==> config.mk <==
export PLATFORM = sky130hd
export DESIGN_NAME = shift_proc_unit
export DESIGN_NICKNAME = d
export VERILOG_FILES = /design/src/rtl/shift_proc_pkg.sv /design/src/rtl/shift_step.sv /design/src/rtl/shift_proc_unit.sv
export SDC_FILE = /design/constraint.sdc
export NUM_CORES = 1
export LEC_CHECK = 0
export CAP_MARGIN = 20
export CORE_ASPECT_RATIO = 0.75
export CORE_UTILIZATION = 38
export CTS_CLUSTER_DIAMETER = 40
export DETAILED_ROUTE_END_ITERATION = 16
export PLACE_DENSITY = 0.67
export SYNTH_ARGS = -nofsm -noshare
export SYNTH_HDL_FRONTEND = slang
export SYNTH_SLANG_ARGS = --single-unit
==> constraint.sdc <==
create_clock -name clk -period 2.85 [get_ports clk]
set_input_delay 0.285 -clock clk [delete_from_list [all_inputs] [get_ports clk]]
set_output_delay 0.285 -clock clk [all_outputs]
set_load 0.01 [all_outputs]
==> src/rtl/shift_proc_pkg.sv <==
// Shared definitions for the shift processing unit.
// Holds the operation encoding, the control FSM state type and a helper that
// tells whether an operation consumes the shift amount.
package shift_proc_pkg;

    typedef enum logic [2:0] {
        OpPass  = 3'b000,
        OpCompl = 3'b001,
        OpLsr   = 3'b010,
        OpLsl   = 3'b011,
        OpRor   = 3'b100,
        OpRol   = 3'b101,
        OpAsr   = 3'b110,
        OpRsvd  = 3'b111
    } op_e;

    typedef enum logic [1:0] {
        StIdle = 2'b00,
        StRun  = 2'b01,
        StDone = 2'b10
    } state_e;

    // Pass, complement and the reserved code finish without stepping.
    function automatic logic is_shift_op(input op_e op);
        return !(op inside {OpPass, OpCompl, OpRsvd});
    endfunction

endpackage

==> src/rtl/shift_step.sv <==
// One-position move of the accumulator according to the captured operation.
// The MSB is the leftmost bit, so "left" moves data toward the MSB.
// Ports:
//   op    - operation code (shift_proc_pkg::op_e encoding)
//   din   - current accumulator value
//   dout  - accumulator value after a single step
module shift_step
    import shift_proc_pkg::*;
#(
    parameter int unsigned WIDTH = 8
) (
    input  logic [2:0]       op,
    input  logic [WIDTH-1:0] din,
    output logic [WIDTH-1:0] dout
);

    always_comb begin
        dout = din;
        case (op_e'(op))
            OpLsr:   dout = {1'b0, din[WIDTH-1:1]};
            OpLsl:   dout = {din[WIDTH-2:0], 1'b0};
            OpRor:   dout = {din[0], din[WIDTH-1:1]};
            OpRol:   dout = {din[WIDTH-2:0], din[WIDTH-1]};
            OpAsr:   dout = {din[WIDTH-1], din[WIDTH-1:1]};
            default: dout = din;
        endcase
    end

endmodule

==> src/rtl/shift_proc_unit.sv <==
// Small register file plus a bit-serial shift/rotate engine.
// A start in IDLE copies reg[rd_sel] into an accumulator, steps it one bit per
// cycle for sh cycles, then writes it to reg[dst_sel] and to result.
// Ports:
//   clk, reset       - clock, synchronous active-low reset
//   load, fb, in     - register write request, source select, external data
//   wr_sel           - register written by load
//   rd_sel           - read port / operation source register
//   dst_sel, op, sh  - writeback register, operation, shift amount (at start)
//   start            - begin an operation (ignored while busy)
//   busy, done       - operation in progress, one-cycle completion pulse
//   result, rd_data  - last completed result, combinational read of reg[rd_sel]
module shift_proc_unit
    import shift_proc_pkg::*;
#(
    parameter int unsigned WIDTH = 8,
    parameter int unsigned NREG  = 4,
    localparam int unsigned SHW  = $clog2(WIDTH),
    localparam int unsigned RSW  = $clog2(NREG)
) (
    input  logic             clk,
    input  logic             reset,
    input  logic             load,
    input  logic             fb,
    input  logic [WIDTH-1:0] in,
    input  logic [RSW-1:0]   wr_sel,
    input  logic [RSW-1:0]   rd_sel,
    input  logic [RSW-1:0]   dst_sel,
    input  logic [2:0]       op,
    input  logic [SHW-1:0]   sh,
    input  logic             start,
    output logic             busy,
    output logic             done,
    output logic [WIDTH-1:0] result,
    output logic [WIDTH-1:0] rd_data
);

    localparam logic [SHW-1:0] CntOne = {{(SHW-1){1'b0}}, 1'b1};

    state_e           state_q, state_d;
    logic [WIDTH-1:0] acc_q, acc_d;
    logic [SHW-1:0]   cnt_q, cnt_d;
    logic [2:0]       op_q, op_d;
    logic [RSW-1:0]   dst_q, dst_d;
    logic [WIDTH-1:0] result_q, result_d;
    logic [WIDTH-1:0] regs_q [NREG];
    logic [WIDTH-1:0] step_out;
    logic             ld_en;
    logic             wb_en;

    shift_step #(
        .WIDTH (WIDTH)
    ) u_shift_step (
        .op   (op_q),
        .din  (acc_q),
        .dout (step_out)
    );

    always_comb begin
        state_d  = state_q;
        acc_d    = acc_q;
        cnt_d    = cnt_q;
        op_d     = op_q;
        dst_d    = dst_q;
        result_d = result_q;
        ld_en    = 1'b0;
        wb_en    = 1'b0;
        unique case (state_q)
            StIdle: begin
                ld_en = load;
                if (start) begin
                    // Source is read from the pre-load register state.
                    acc_d   = (op_e'(op) == OpCompl) ? ~regs_q[rd_sel] : regs_q[rd_sel];
                    op_d    = op;
                    dst_d   = dst_sel;
                    cnt_d   = is_shift_op(op_e'(op)) ? sh : '0;
                    state_d = StRun;
                end
            end
            StRun: begin
                if (cnt_q != '0) begin
                    acc_d = step_out;
                    cnt_d = cnt_q - CntOne;
                end else begin
                    result_d = acc_q;
                    wb_en    = 1'b1;
                    state_d  = StDone;
                end
            end
            StDone: state_d = StIdle;
            default: state_d = StIdle;
        endcase
    end

    always_ff @(posedge clk) begin
        if (!reset) begin
            state_q  <= StIdle;
            acc_q    <= '0;
            cnt_q    <= '0;
            op_q     <= '0;
            dst_q    <= '0;
            result_q <= '0;
        end else begin
            state_q  <= state_d;
            acc_q    <= acc_d;
            cnt_q    <= cnt_d;
            op_q     <= op_d;
            dst_q    <= dst_d;
            result_q <= result_d;
        end
    end

    // Load and writeback are never active together: load only in IDLE,
    // writeback only in RUN.
    always_ff @(posedge clk) begin
        if (!reset) begin
            for (int i = 0; i < NREG; i++) begin
                regs_q[i] <= '0;
            end
        end else begin
            if (ld_en) begin
                regs_q[wr_sel] <= fb ? result_q : in;
            end
            if (wb_en) begin
                regs_q[dst_q] <= acc_q;
            end
        end
    end

    assign busy    = (state_q != StIdle);
    assign done    = (state_q == StDone);
    assign result  = result_q;
    assign rd_data = regs_q[rd_sel];

endmodule

==> metrics.cfg, run 1 <==
[run_status]
status = completed

[place]
post-place-ws_ps = 443
placed_cell_area_um2 = 3470
hpwl_mm = 5.04
portBuffers = 42
place_congestion = 0.809

[finish]
final_cell_mix = nor2_1 (53), clkdlybuf4s50_1 (42), edfxtp_1 (32)
fin_nets = 346
finalInstanceArea_um2 = 3670
area_growth_pct = 23.9
fin_util_pct = 49.3
final_common_cell = nor2_1
layout-drive-gt1-share_pct = 13.0
n_antenna_cell = 0

[synthesis]
yosysSeqAreaShare_pct = 50.1
synth_flop_cell = edfxtp_1
ys_ff_latch = 58
synth_cell_type_count = 55
syn_area_um2 = 2960
yosys_warnings = 0
avgSynthCellArea_um2 = 10.9
async_flop_share_pct = 0
synth_edf_count = 32
synth_cells = 272
syn_nets = 299

[global_routing]
grt_pass1_vias = 2218
grt_usage_pct = 18.7
grt_pass1_wl_mm = 11.4
grt_max_degree = 22
antenna_found_initial = 0
overflow = 0

[die]
ioPinCount = 43
die_area_um2 = 8150
fp.dieW_um = 104
rows = 27
start_util_pct = 39.8
die_h_um = 78.4
coreArea_um2 = 7430

[power_and_ir_drop]
leakage_nw = 1.38
cellPowerDensity_nw_per_um2 = 621
ir_drop_mv = 0.241

[worst_setup_path]
cp-endpoint = rd_data[7]
regToRegSetupSlack_ps = 880
endpoint_kind = output port
worstSetupStartpoint = rd_sel[0]
r2r-end = regs_q[0][6]$_SDFFCE_PN0P_
rr_startpoint = cnt_q[0]$_SDFFE_PN0P_
crit_fanout = 8
cp-start-kind = input port
cp.arrival_ps = 2120
worst_ep_required_time_ps = 2570
reg2reg_depth = 6
path_class = input port to output port

[sta]
max_freq_ghz = 0.416
grt_setup_unrepaired = no
timing.final.crit_share_pct = 84.3
worst_slew_pin_slew_ps = 830
skew_ps = 4.67
setup-tns-final_ps = 0
setup_viol = 0
relSlewSlack_pct = 44.6
hold_viol_final = 0
slew_violations = 0
period_needed_ps = 2400
worst_slack_ps = 447

[run]
maxCapViolations = 0

[routing]
wl_per_cell_um = 16.5
vias_per_cell = 5.21
dr.pass1.iters = 4
totalWireLength_mm = 7.01
drtIter0Drc = 138
drc = 0
vias = 2216
ant_nets = 0

[cts]
clkLatencyLatePin_ps = 340
ctsHtreeMaxLevel = 3
cts_buffers = 9
cts_tree = done
cts_max_path_buffers = 2
clock_sinks = 58
clkTransAtPathRegs_ps = 70
cts_hold_buf = 0
root_buffer = clkbuf_8
cts_setup_buffers = 0
post_cts_resized = 0

[min_path]
hp-class = flip-flop to flip-flop

-- power breakdown --
part	internal [mW]	switching, mW
Clock	0.399	0.343
Sequential	0.976	0.0650
Combinational	0.227	0.265
Total	1.60	0.673
-- worst min-delay path by stage --
stage | slack [ps] | to | from | cells after the start
global route | 520 | cnt_q[0]$_SDFFE_PN0P_ | cnt_q[0]$_SDFFE_PN0P_ | 2
finish | 480 | cnt_q[0]$_SDFFE_PN0P_ | cnt_q[0]$_SDFFE_PN0P_ | 2
detailed placement | 470 | cnt_q[0]$_SDFFE_PN0P_ | cnt_q[0]$_SDFFE_PN0P_ | 2
global placement | 460 | cnt_q[0]$_SDFFE_PN0P_ | cnt_q[0]$_SDFFE_PN0P_ | 2
floorplan | 420 | dst_q[1]$_SDFFE_PN0P_ | dst_sel[1] | 2
CTS | 480 | cnt_q[0]$_SDFFE_PN0P_ | cnt_q[0]$_SDFFE_PN0P_ | 2
-- sequential cells by signal, indices dropped and copies added, names as in the netlist --
register and flops:
acc_q 8, regs_q 32, op_q 3, result 8, dst_q 2, state_q 2, cnt_q 3
-- layout make-up --
type,count,area [µm²]
Sequential cell,58,1480
Tap cell,101,126
Timing Repair Buffer,52,495
Clock inverter,7,70.1
Fill cell,688,3770
Inverter,14,52.6
Multi-Input combinational cell,184,1320
Clock buffer,9,124
-- cells in the mapped netlist (6+ instances only) --
library cell | instances | area share (%)
mux2i_1 | 15 | 5.1
nor2_1 | 53 | 6.7
a21oi_1 | 17 | 2.9
mux4_2 | 7 | 5.3
buf_2 | 7 | 1.2
xnor2_1 | 7 | 2.1
inv_1 | 14 | 1.8
a32o_1 | 6 | 2.0
dfxtp_1 | 26 | 18
edfxtp_1 | 32 | 32
nand2_1 | 15 | 1.9
a22o_1 | 8 | 2.4
-- metal layers --
metal	vias to the layer above	share of wire, %	global-route usage (%)
li1	1081	-	-
met1	1051	46	25.4
met2	80	46	28.8
met3	4	7.8	5.40
met4	0	0.71	5.57
met5	-	0	0
-- cell families after synthesis --
family                   synth area share (%)
AND/OR/NAND/NOR                          15.3
adder cells (fa/ha/maj)                 0.846
buffers and inverters                    5.45
multiplexers                             11.3
XOR/XNOR                                 2.92
AO/OA/AOI/OAI                            14.2
flip-flops                               50.1
-- critical path: stages --
cell and delay (ps):
clkdlybuf4s50_1 460, buf_4 210, mux4_1 650, clkdlybuf4s50_1 510
-- per-stage QoR --
step	power (mW)	cells	hold slack [ps]
6_report	2.28	425	478
4_1_cts	2.30	425	484
5_1_grt	2.39	425	525
3_3_place_gp	1.54	409	458
2_1_floorplan	1.36	272	424
3_5_place_dp	1.55	409	473
Power figures use the tool's default switching activity.
==> run 2, diff against run 1 <==
==> constraint.sdc (replaced) <==
create_clock -name clk -period 2.5 [get_ports clk]
set_input_delay 0.25 -clock clk [delete_from_list [all_inputs] [get_ports clk]]
set_output_delay 0.25 -clock clk [all_outputs]
set_load 0.01 [all_outputs]
==> metrics.cfg, run 2 (synthesis gave the netlist of run 1 again) <==
[finish]
area_growth_pct = 24.8
largest_register = regs_q
final_cell_mix = nor2_1 (53), clkdlybuf4s50_1 (42), edfxtp_1 (32)
fin_util_pct = 49.7
instances_no_fill = 425
fin_nets = 346
n_antenna_cell = 0
layout-drive-gt1-share_pct = 12.3
largest_reg_flops = 32
final_common_cell = nor2_1

[cts]
post_cts_resized = 0
cts_buffers = 9
cts_tree = done
cts_hold_buf = 0
clock_sinks = 58
clkLatencyLatePin_ps = 340
cts_max_path_buffers = 2
root_buffer = clkbuf_8
ctsHtreeMaxLevel = 3
clkTransAtPathRegs_ps = 60
cts_setup_buffers = 0

[sta]
skew_ps = 4.66
hold_viol_final = 0
worst_slack_ps = 186
grt_setup_unrepaired = no
slew_violations = 0
setup-tns-final_ps = 0
relSlewSlack_pct = 40.5
max_freq_ghz = 0.432
period_needed_ps = 2310
timing.final.crit_share_pct = 92.6
worst_slew_pin_slew_ps = 889
setup_viol = 0

[die]
ioPinCount = 43
die_area_um2 = 8150
fp.dieW_um = 104
coreArea_um2 = 7430
rows = 27
start_util_pct = 39.8
die_h_um = 78.4

[power_and_ir_drop]
cellPowerDensity_nw_per_um2 = 724
total_power_mw = 2.67
leakage_nw = 1.40
ir_drop_mv = 0.310

[worst_setup_path]
endpoint_kind = output port
path_class = input port to output port
cp_common_cell = clkdlybuf4s50_1
crit_slowest_cell = mux4_1
crit_fanout = 8
critical-path-top-delay-family = buffers and inverters
cp-start-kind = input port
worst_ep_required_time_ps = 2250
regToRegSetupSlack_ps = 520
cp.arrival_ps = 2060
path_buf_inv = 3
slowest_delay_ps = 620
crit_chain = clkdlybuf4s50_1, buf_12, mux4_1, clkdlybuf4s50_1

[global_routing]
grt_pass1_vias = 2192
grt_pass1_wl_mm = 11.4
grt_usage_pct = 18.3
grt_max_degree = 22
antenna_found_initial = 0
overflow = 0

[run_status]
status = completed

[place]
dp.cells = 409
hpwl_mm = 5.03
place_congestion = 0.779
post-place-ws_ps = 195
portBuffers = 42

[routing]
vias_per_cell = 5.28
vias = 2245
ant_nets = 0
wl_per_cell_um = 16.3
dr.pass1.iters = 4
totalWireLength_mm = 6.91
drc = 0
drtIter0Drc = 191

[min_path]
hp-class = flip-flop to flip-flop

[run]
maxCapViolations = 0

==> run 2: cell types whose count changed in the layout (fill, tap and decap cells not counted), sizes merged <==
cell	before	now
clkinvlp	4	1
bufinv	1	2
clkbuf	9	10
clkinv	2	3
==> run 2: path summary, 6_finish.rpt <==
| path | to | cells past startpoint | startpoint |
|---|---|---|---|
| min | cnt_q[0]$_SDFFE_PN0P_ | 2 | cnt_q[0]$_SDFFE_PN0P_ |
| max reg2reg | regs_q[1][7]$_SDFFCE_PN0P_ | 4 | state_q[1]$_SDFFE_PN0P_ |
| min reg2reg | cnt_q[0]$_SDFFE_PN0P_ | 2 | cnt_q[0]$_SDFFE_PN0P_ |
| max | rd_data[7] | 4 | rd_sel[0] |
==> run 2: metal layers <==
metal / GRT usage, % / part of all wire [%] / vias to the layer above
met4: 3.86 / 0.48 / 0
met2: 27.9 / 45 / 74
li1: - / - / 1081
met1: 25.5 / 48 / 1085
met3: 5.81 / 6.5 / 5
met5: 0 / 0 / -
==> run 2: worst register-to-register path: stages (launching register included) <==
cell and delay, ps:
dfxtp_1 410, nand4bb_1 420, o21a_1 310, a32oi_4 240
nand2_1 280
==> run 2: cell type report <==
| class | count | area (µm²) |
|---|---|---|
| clock buffers | 10 | 128 |
| clock inverters | 6 | 81.3 |
| fillers | 699 | 3740 |
| inverters | 14 | 52.6 |
| multi-input cells | 184 | 1320 |
| flip-flops and latches | 58 | 1480 |
| well taps | 101 | 126 |
| repair buffers | 52 | 508 |
==> run 2: through the flow <==
step | instance area [µm²] | hold WS [ps]
after floorplan | 2960 | 389
after global placement | 3480 | 462
after detailed placement | 3480 | 460
after CTS | 3690 | 470
after global routing | 3690 | 500
final | 3690 | 465
==> run 2: power breakdown <==
group | switching (mW) | internal (mW) | leakage, nW | total, mW
registers | 0.0723 | 1.11 | 0.547 | 1.19
logic | 0.301 | 0.259 | 0.752 | 0.561
clock network | 0.374 | 0.554 | 0.104 | 0.928
==> run 3, diff against run 2 <==
--- a/config.mk
+++ b/config.mk
@@ -8,6 +8,7 @@
 export CAP_MARGIN = 20
 export CORE_ASPECT_RATIO = 0.75
 export CORE_UTILIZATION = 38
+export CTS_BUF_LIST = sky130_fd_sc_hd__clkbuf_8
 export CTS_CLUSTER_DIAMETER = 40
 export DETAILED_ROUTE_END_ITERATION = 16
 export PLACE_DENSITY = 0.67
==> metrics.cfg, run 3 (synthesis gave the netlist of run 1 again) <==
[min_path]
min_from = cnt_q[0]$_SDFFE_PN0P_
hold_end = cnt_q[0]$_SDFFE_PN0P_
hold_path_depth = 2
hp-class = flip-flop to flip-flop

[sta]
skew_ps = 5.86
timing.final.crit_share_pct = 92.5
max_freq_ghz = 0.432
hold_viol_final = 0
slew_violations = 0
worst_slew_pin_slew_ps = 920
grt_setup_unrepaired = no
whs_ps = 465
period_needed_ps = 2310
setup-tns-final_ps = 0
setup_viol = 0
relSlewSlack_pct = 38.4

[die]
coreArea_um2 = 7430
ioPinCount = 43
die_area_um2 = 8150
rows = 27
die_h_um = 78.4
start_util_pct = 39.8
fp.dieW_um = 104

[routing]
vias_per_cell = 5.32
dr.pass1.iters = 4
drc = 0
drtIter0Drc = 171
vias = 2263
wl_per_cell_um = 16.2
ant_nets = 0
totalWireLength_mm = 6.90

[power_and_ir_drop]
pwr-share-clk_pct = 34.7
ir_drop_mv = 0.310
seqPwrFrac_pct = 44.4
combPwrFrac_pct = 21.0
cellPowerDensity_nw_per_um2 = 723
p_int_mw = 1.92
p_switching_uw = 748
swShare_pct = 28.0
leakage_nw = 1.41

[worst_setup_path]
crit_chain = clkdlybuf4s50_1, buf_12, mux4_1, clkdlybuf4s50_1
cp-start-kind = input port
slowest_delay_ps = 620
rr_startpoint = state_q[1]$_SDFFE_PN0P_
critical-path-top-delay-family = buffers and inverters
cp_common_cell = clkdlybuf4s50_1
cp.arrival_ps = 2060
r2r-end = regs_q[1][0]$_SDFFCE_PN0P_
path_class = input port to output port
crit_fanout = 8
crit_slowest_cell = mux4_1
regToRegSetupSlack_ps = 520
endpoint_kind = output port
reg2reg_depth = 4
worst_ep_required_time_ps = 2250
path_buf_inv = 3

[finish]
fin_nets = 346
ff_latch_area_um2 = 1480
n_antenna_cell = 0
fillers = 699
area_growth_pct = 24.8
layout-drive-gt1-share_pct = 12.3
fin_util_pct = 49.7
finalInstanceArea_um2 = 3690
final_cell_mix = nor2_1 (53), clkdlybuf4s50_1 (42), edfxtp_1 (32)
multi_input_comb_area_um2 = 1320
largest_register = regs_q
final_common_cell = nor2_1
largest_reg_flops = 32

[cts]
post_cts_resized = 0
clkLatencyLatePin_ps = 340
cts_setup_buffers = 0
root_buffer = clkbuf_8
clkTransAtPathRegs_ps = 60
cts_hold_buf = 0
cts_max_path_buffers = 2
cts_buffers = 9
clock_sinks = 58
cts_tree = done
ctsHtreeMaxLevel = 3

[place]
hpwl_mm = 5.03
place_congestion = 0.779
portBuffers = 42
placed_cell_area_um2 = 3480

[global_routing]
overflow = 0
grt_pass1_wl_mm = 11.4
grt_usage_pct = 18.3
grt_max_degree = 22
antenna_found_initial = 0
grt_pass1_vias = 2191

[run_status]
status = completed

[run]
maxCapViolations = 0

[run 3: worst max path at each step]
stage	slack (ps)	cells after the start	startpoint	endpoint
CTS	180	4	rd_sel[0]	rd_data[7]
global placement	190	4	rd_sel[0]	rd_data[7]
floorplan	470	6	cnt_q[0]$_SDFFE_PN0P_	regs_q[3][0]$_DFFE_PP_
global route	150	4	rd_sel[0]	rd_data[7]
detailed placement	200	4	rd_sel[0]	rd_data[7]
finish	190	4	rd_sel[0]	rd_data[7]
[run 3: worst register-to-register path, delay by kind of cell (launching register included)]
family | cells | cell delay, ps
DFF | 1 | 410
AOI/OAI and AO/OA | 2 | 550
and+or+nand+nor | 2 | 700
[run 3: final cells by class]
cell class	count	area share, %
multi-input combinational	184	35.6
sequential	58	40.1
tap	101	3.42
clock inverter	7	2.30
clock buffer	9	3.35
timing repair buffer	52	13.8
inverter	14	1.42
[run 3: per-layer routing]
| metal | share of wire, % | global-route usage (%) | vias to the layer above |
|---|---|---|---|
| met5 | 0 | 0 | - |
| met4 | 0.55 | 3.86 | 0 |
| met3 | 7.8 | 5.81 | 5 |
| met2 | 44 | 27.9 | 88 |
| met1 | 47 | 25.5 | 1087 |
| li1 | - | - | 1083 |
[run 3: metrics by stage]
stage / total power [mW] / setup slack, ps / instances
after CTS: 2.69 / 176 / 425
after detailed placement: 1.76 / 195 / 409
after floorplan: 1.56 / 472 / 272
after global routing: 2.80 / 152 / 425
final: 2.67 / 187 / 425
after global placement: 1.76 / 193 / 409
[run 3: power by group through the flow]
stage / Clock (mW) / Sequential (mW) / Combinational, mW
after CTS: 0.940 / 1.18 / 0.563
after floorplan: 0 / 1.18 / 0.379
after detailed placement: 0 / 1.21 / 0.559
after global placement: 0 / 1.20 / 0.552
after global routing: 0.984 / 1.20 / 0.616
final: 0.926 / 1.19 / 0.560
